**src/rtl/aska_fpga_probe.sv**
```systemverilog
// ---------------------------------------------------------------------------
// aska_fpga_probe
//
// FPGA bring-up harness for aska_dig on the ULX3S board.
//  - Divides the board clock into clk_dut. The half-period terminal count can
//    be reprogrammed at runtime.
//  - Copies a GROUP_W-wide window of the up/down electrode switch buses to the
//    probe header. The window index is stepped manually by grp_next, or
//    automatically at the end of each stimulation pulse.
//  - Counts stimulation pulses with a saturating counter.
//  - Flags any up/down shoot-through with a sticky flag.
//
// Ports
//  clk            board clock (25 MHz)
//  reset          synchronous reset, active high
//  div_value      new half-period terminal count
//  div_load       1-cycle strobe that loads div_value
//  clk_dut        divided clock to aska_dig
//  clk_dut_rise   1-cycle strobe, high in the first cycle that clk_dut is 1
//  mode           0 = manual group select, 1 = auto-scan on pulse end
//  grp_next       manual step request (debounced level; its rising edge is used)
//  up_switches    aska_dig P-switch bus
//  down_switches  aska_dig N-switch bus
//  pulse_active   aska_dig pulse flag
//  clr_stats      1-cycle strobe that clears pulse_count and overlap_err
//  grp_sel        current window index
//  probe_up       registered window of up_switches
//  probe_down     registered window of down_switches
//  pulse_count    pulses seen, saturating
//  overlap_err    sticky shoot-through flag
// ---------------------------------------------------------------------------
module aska_fpga_probe #(
  parameter int ELEC_NUM    = 32,
  parameter int GROUP_W     = 3,
  parameter int DIV_W       = 11,
  parameter int DEFAULT_DIV = 625,
  parameter int CNT_W       = 16,
  localparam int NGRP       = (ELEC_NUM + GROUP_W - 1) / GROUP_W,
  localparam int GSEL_W     = (NGRP > 1) ? $clog2(NGRP) : 1
) (
  input  logic                clk,
  input  logic                reset,
  input  logic [DIV_W-1:0]    div_value,
  input  logic                div_load,
  output logic                clk_dut,
  output logic                clk_dut_rise,
  input  logic                mode,
  input  logic                grp_next,
  input  logic [ELEC_NUM-1:0] up_switches,
  input  logic [ELEC_NUM-1:0] down_switches,
  input  logic                pulse_active,
  input  logic                clr_stats,
  output logic [GSEL_W-1:0]   grp_sel,
  output logic [GROUP_W-1:0]  probe_up,
  output logic [GROUP_W-1:0]  probe_down,
  output logic [CNT_W-1:0]    pulse_count,
  output logic                overlap_err
);

  // The buses are padded up to a whole number of windows. Bits past
  // ELEC_NUM in the last window read 0.
  localparam int PAD_W = NGRP * GROUP_W;

  logic [DIV_W-1:0]   div_reg;
  logic [DIV_W-1:0]   div_cnt;
  logic [DIV_W-1:0]   load_val;
  logic               p_q;
  logic               g_q;
  logic               pulse_rise;
  logic               pulse_fall;
  logic               grp_rise;
  logic               step_evt;
  logic [PAD_W-1:0]   up_pad;
  logic [PAD_W-1:0]   down_pad;
  logic [GROUP_W-1:0] up_win;
  logic [GROUP_W-1:0] down_win;

  // A terminal count of 0 would make clk_dut toggle every cycle with no
  // count phase, so the smallest value accepted is 1.
  always_comb begin
    load_val = div_value;
    if (div_value == '0) begin
      load_val = DIV_W'(1);
    end
  end

  // Divider. A load restarts the half period from the load edge without
  // toggling, so the clk_dut level seen by aska_dig never glitches.
  always_ff @(posedge clk) begin
    if (reset) begin
      div_reg      <= DIV_W'(DEFAULT_DIV);
      div_cnt      <= '0;
      clk_dut      <= 1'b0;
      clk_dut_rise <= 1'b0;
    end else if (div_load) begin
      div_reg      <= load_val;
      div_cnt      <= '0;
      clk_dut_rise <= 1'b0;
    end else if (div_cnt == div_reg) begin
      div_cnt      <= '0;
      clk_dut      <= ~clk_dut;
      clk_dut_rise <= ~clk_dut;
    end else begin
      div_cnt      <= div_cnt + 1'b1;
      clk_dut_rise <= 1'b0;
    end
  end

  // Edge detection uses the live input against a one-cycle-old copy.
  always_ff @(posedge clk) begin
    if (reset) begin
      p_q <= 1'b0;
      g_q <= 1'b0;
    end else begin
      p_q <= pulse_active;
      g_q <= grp_next;
    end
  end

  assign pulse_rise = pulse_active & ~p_q;
  assign pulse_fall = ~pulse_active & p_q;
  assign grp_rise   = grp_next & ~g_q;
  assign step_evt   = mode ? pulse_fall : grp_rise;

  always_ff @(posedge clk) begin
    if (reset) begin
      grp_sel <= '0;
    end else if (step_evt) begin
      if (grp_sel == GSEL_W'(NGRP - 1)) begin
        grp_sel <= '0;
      end else begin
        grp_sel <= grp_sel + 1'b1;
      end
    end
  end

  // The window is selected with a mux over constant slices. This keeps
  // every index static, so no part-select can run past the padded bus.
  always_comb begin
    up_pad                   = '0;
    down_pad                 = '0;
    up_pad[ELEC_NUM-1:0]     = up_switches;
    down_pad[ELEC_NUM-1:0]   = down_switches;
    up_win                   = '0;
    down_win                 = '0;
    for (int g = 0; g < NGRP; g++) begin
      if (grp_sel == GSEL_W'(g)) begin
        up_win   = up_pad[g*GROUP_W +: GROUP_W];
        down_win = down_pad[g*GROUP_W +: GROUP_W];
      end
    end
  end

  always_ff @(posedge clk) begin
    if (reset) begin
      probe_up   <= '0;
      probe_down <= '0;
    end else begin
      probe_up   <= up_win;
      probe_down <= down_win;
    end
  end

  // clr_stats wins over a same-cycle increment or overlap.
  always_ff @(posedge clk) begin
    if (reset || clr_stats) begin
      pulse_count <= '0;
      overlap_err <= 1'b0;
    end else begin
      if (pulse_rise && (pulse_count != {CNT_W{1'b1}})) begin
        pulse_count <= pulse_count + 1'b1;
      end
      if (|(up_switches & down_switches)) begin
        overlap_err <= 1'b1;
      end
    end
  end

endmodule
```
**config.mk**
```make
export PLATFORM = sky130hd
export DESIGN_NAME = aska_fpga_probe
export DESIGN_NICKNAME = d
export VERILOG_FILES = /design/src/rtl/aska_fpga_probe.sv
export SDC_FILE = /design/constraint.sdc
export NUM_CORES = 1
export LEC_CHECK = 0
export CAP_MARGIN = 20
export CORE_MARGIN = 1.5
export CORE_UTILIZATION = 36
export DETAILED_ROUTE_END_ITERATION = 12
export HOLD_SLACK_MARGIN = 0.03
export PLACE_DENSITY = 0.66
export SLEW_MARGIN = 20
export SYNTH_ARGS = -nofsm -noshare
export SYNTH_HDL_FRONTEND = slang
export SYNTH_SLANG_ARGS = --single-unit
```
**constraint.sdc**
```tcl
create_clock -name clk -period 4.2 [get_ports clk]
set_input_delay 0.63 -clock clk [delete_from_list [all_inputs] [get_ports clk]]
set_output_delay 0.63 -clock clk [all_outputs]
set_load 0.01 [all_outputs]
```
==> flow_summary.json <==
{
  "place_area_sq_um": 4300,
  "drc": 0,
  "irDropWorstVdd_v": 0.000162,
  "synth_top_area_share_pct": 33.6,
  "max_slew_margin_pct": 39.7,
  "die_h_um": 96.7,
  "grt_antenna_before_repair": 0,
  "post_cts_resized": 0,
  "p_switching_w": 0.000275,
  "rsz0062_at_grt": "false",
  "synth_top_family_by_area": "simple AND/OR/NAND/NOR gates",
  "hold_ws_ns": 0.508,
  "dp_hpwl_um": 7350,
  "globalplace.congestion": 0.900,
  "fill_cells": 829,
  "synth_adder_area_share_pct": 0.791,
  "synth_fp_nets": 459,
  "die_w_um": 96.7,
  "critical_path_class": "reg2out",
  "yosys-top-cells-area": "dfxtp_1 (34%), nor2_1 (5.6%), mux2i_1 (5.4%)",
  "portBuffers": 110,
  "period_minus_slack_ns": 2.54,
  "grt_usage_pct": 20.7,
  "use_met2_pct": 30.8,
  "cts_hold_buf": 0,
  "syn2layout_area_growth_pct": 39.1,
  "yosysUniqueCellTypes": 61,
  "antenna_cells": 0,
  "synth_area_per_cell_sq_um": 8.43,
  "gr-total-overflow": 0,
  "fp.coreArea_sq_um": 8590,
  "dpl_worst_slack_ns": 1.80,
  "final_nets": 559,
  "rows": 34,
  "setup_viol": 0,
  "p_leak_nw": 1.55,
  "grt_pass1_vias": 3116,
  "power-per-cell-area_nw_per_um2": 240,
  "yosysTopAreaCell": "dfxtp_1",
  "busiest_layer": "met2",
  "endpoint_kind": "primary output",
  "final_cell_count_no_fill": 584,
  "syn_area_sq_um": 3160,
  "synthMuxAreaShare_pct": 7.87,
  "tightest_slew_ns": 0.904,
  "final_cell_area_sq_um": 4400,
  "syn_inst": 375,
  "wirelength_um": 9700,
  "crit_fanout": 23,
  "clk_latency_ns": 0.30,
  "critPathTopFamily": "flip-flops",
  "initial_core_util_pct": 36.8,
  "clock_skew_ns": 0.00783,
  "cts_made_buffers": 5,
  "yosys_warnings": 0,
  "cp.arrival_ns": 1.91,
  "drv_cap": 0,
  "cts_tree": "yes",
  "yosys_register_bits": 53,
  "post_cts_buffers": 0,
  "cp_slowest_cell": "dfxtp_1",
  "routed_via_density": 5.56,
  "clock-sinks": 53,
  "synth_xor_area_share_pct": 8.86,
  "worst-path-buf-inv": 1,
  "hold_class": "reg2reg",
  "synthFlopType": "dfxtp_1",
  "synth_commonest_cells": "dfxtp_1 (53), nor2_1 (47), o21ai_0 (24)",
  "boundaryPins": 111,
  "vias": 3245,
  "synth-compound-area-share_pct": 19.9,
  "finalCritPeriodShare_pct": 60.5,
  "finalSetupTns_ns": 0,
  "wl_per_cell_um": 16.6,
  "synthArstFlopShare_pct": 0,
  "first_pass_iters": 5,
  "required_ns": 3.57,
  "pwr-share-comb_pct": 20.4,
  "clock.fmax_mhz": 394,
  "seqPwrFrac_pct": 50.8,
  "cp-start-kind": "register",
  "slew_viol_final": 0,
  "internal_power_w": 0.000781,
  "drt_iter0_markers": 152,
  "power_frac_clock_pct": 28.8,
  "dp.cells": 576,
  "postRouteAntennaNets": 0,
  "grt_pass1_wl_um": 16000,
  "switching_share_pct": 26.1,
  "yosysMostFrequentCell": "dfxtp_1",
  "grt_max_degree": 38,
  "grt_use_met3_pct": 4.62,
  "synth_edf_count": 0,
  "fin_ws_ns": 1.66,
  "clk_pin_slew_ns": 0.10,
  "crit_chain": "clkdlybuf4s50_1",
  "status": "finished clean",
  "largest_reg_flops": 16,
  "grt_use_met1_pct": 30.0,
  "yosysSeqAreaShare_pct": 33.6,
  "critical-path-max-stage-delay_ns": 0.92,
  "drive_above_1_share_pct": 5.88,
  "htreeDepth": 2,
  "yosys.area_share.simple_pct": 24.3,
  "root_buffer": "clkbuf_8",
  "cts_buffer_depth": 2,
  "dieArea_sq_um": 9350,
  "finalHoldViolCount": 0
}
-- cells in the final DEF, fill, tap and decap left out, drive strengths merged, types with 4 or more instances in the layout --
master / synthesis / routed
inv: 9 / 9
xnor2: 15 / 15
nand3b: 5 / 5
clkdlybuf4s50: 0 / 110
dfxtp: 53 / 53
and3: 5 / 5
nor2b: 8 / 8
a32oi: 4 / 4
o21ai: 26 / 26
a211o: 4 / 4
xor2: 17 / 17
nor4: 10 / 10
nand4: 5 / 5
nand2: 20 / 20
nand2b: 4 / 4
mux2i: 17 / 17
a21oi: 16 / 16
a22oi: 14 / 14
nor2: 47 / 47
nand3: 16 / 16
a31oi: 5 / 5
nor3: 10 / 10
clkbuf: 5 / 6
-- power by group through the flow --
stage / Sequential [W] / Combinational, W / Clock [W]
finish: 0.000537 / 0.000215 / 0.000304
global route: 0.000540 / 0.000231 / 0.000336
CTS: 0.000537 / 0.000215 / 0.000313
detailed placement: 0.000549 / 0.000213 / 0
global placement: 0.000548 / 0.000212 / 0
floorplan: 0.000542 / 0.0000935 / 0
-- per-layer routing --
metal  up-vias  share of wire [%]
li1       1580                  -
met1      1479                 47
met2       168                 42
met3        18                9.0
met4         0                2.2
met5         -                  0
-- kinds of logic after synthesis --
group,after synthesis
AND/OR/NAND/NOR,145
AO/OA/AOI/OAI,93
flip-flops,53
XOR/XNOR,32
buffers and inverters,28
multiplexers,22
adder cells (fa/ha/maj),2
-- final timing paths --
check,to,cells past startpoint,slack (ns),startpoint
max,grp_sel[2],1,1.66,grp_sel[2]$_SDFFE_PP0P_
min reg2reg,div_cnt[0]$_SDFF_PP0_,1,0.51,div_cnt[0]$_SDFF_PP0_
min,div_cnt[0]$_SDFF_PP0_,1,0.51,div_cnt[0]$_SDFF_PP0_
max reg2reg,probe_up[0]$_SDFF_PP0_,5,1.86,grp_sel[2]$_SDFFE_PP0P_
-- stage by stage --
step | power (W) | util [%]
3_3_place_gp | 0.000760 | 50.0
2_1_floorplan | 0.000635 | -
6_report | 0.00106 | 51.2
4_1_cts | 0.00106 | 51.2
5_1_grt | 0.00111 | 51.2
3_5_place_dp | 0.000761 | 50.0
-- area by class of cell --
cell class                      count  area [sq um]  area share (%)
Inverter                            9          33.8           0.768
Timing Repair Buffer              112          1120            25.4
Sequential cell                    53          1060            24.2
Tap cell                          108           135            3.07
Clock buffer                        6          82.6            1.88
Multi-Input combinational cell    294          1950            44.4
Clock inverter                      2          13.8           0.313
-- worst reg2reg max path: stages, from the launching register on --
cell and delay (ns):
dfxtp_1 0.92, inv_1 0.38, nor3_2 0.25, a21oi_1 0.12, a221o_1 0.33, a221oi_2 0.26
(Power assumes the default switching activity.)
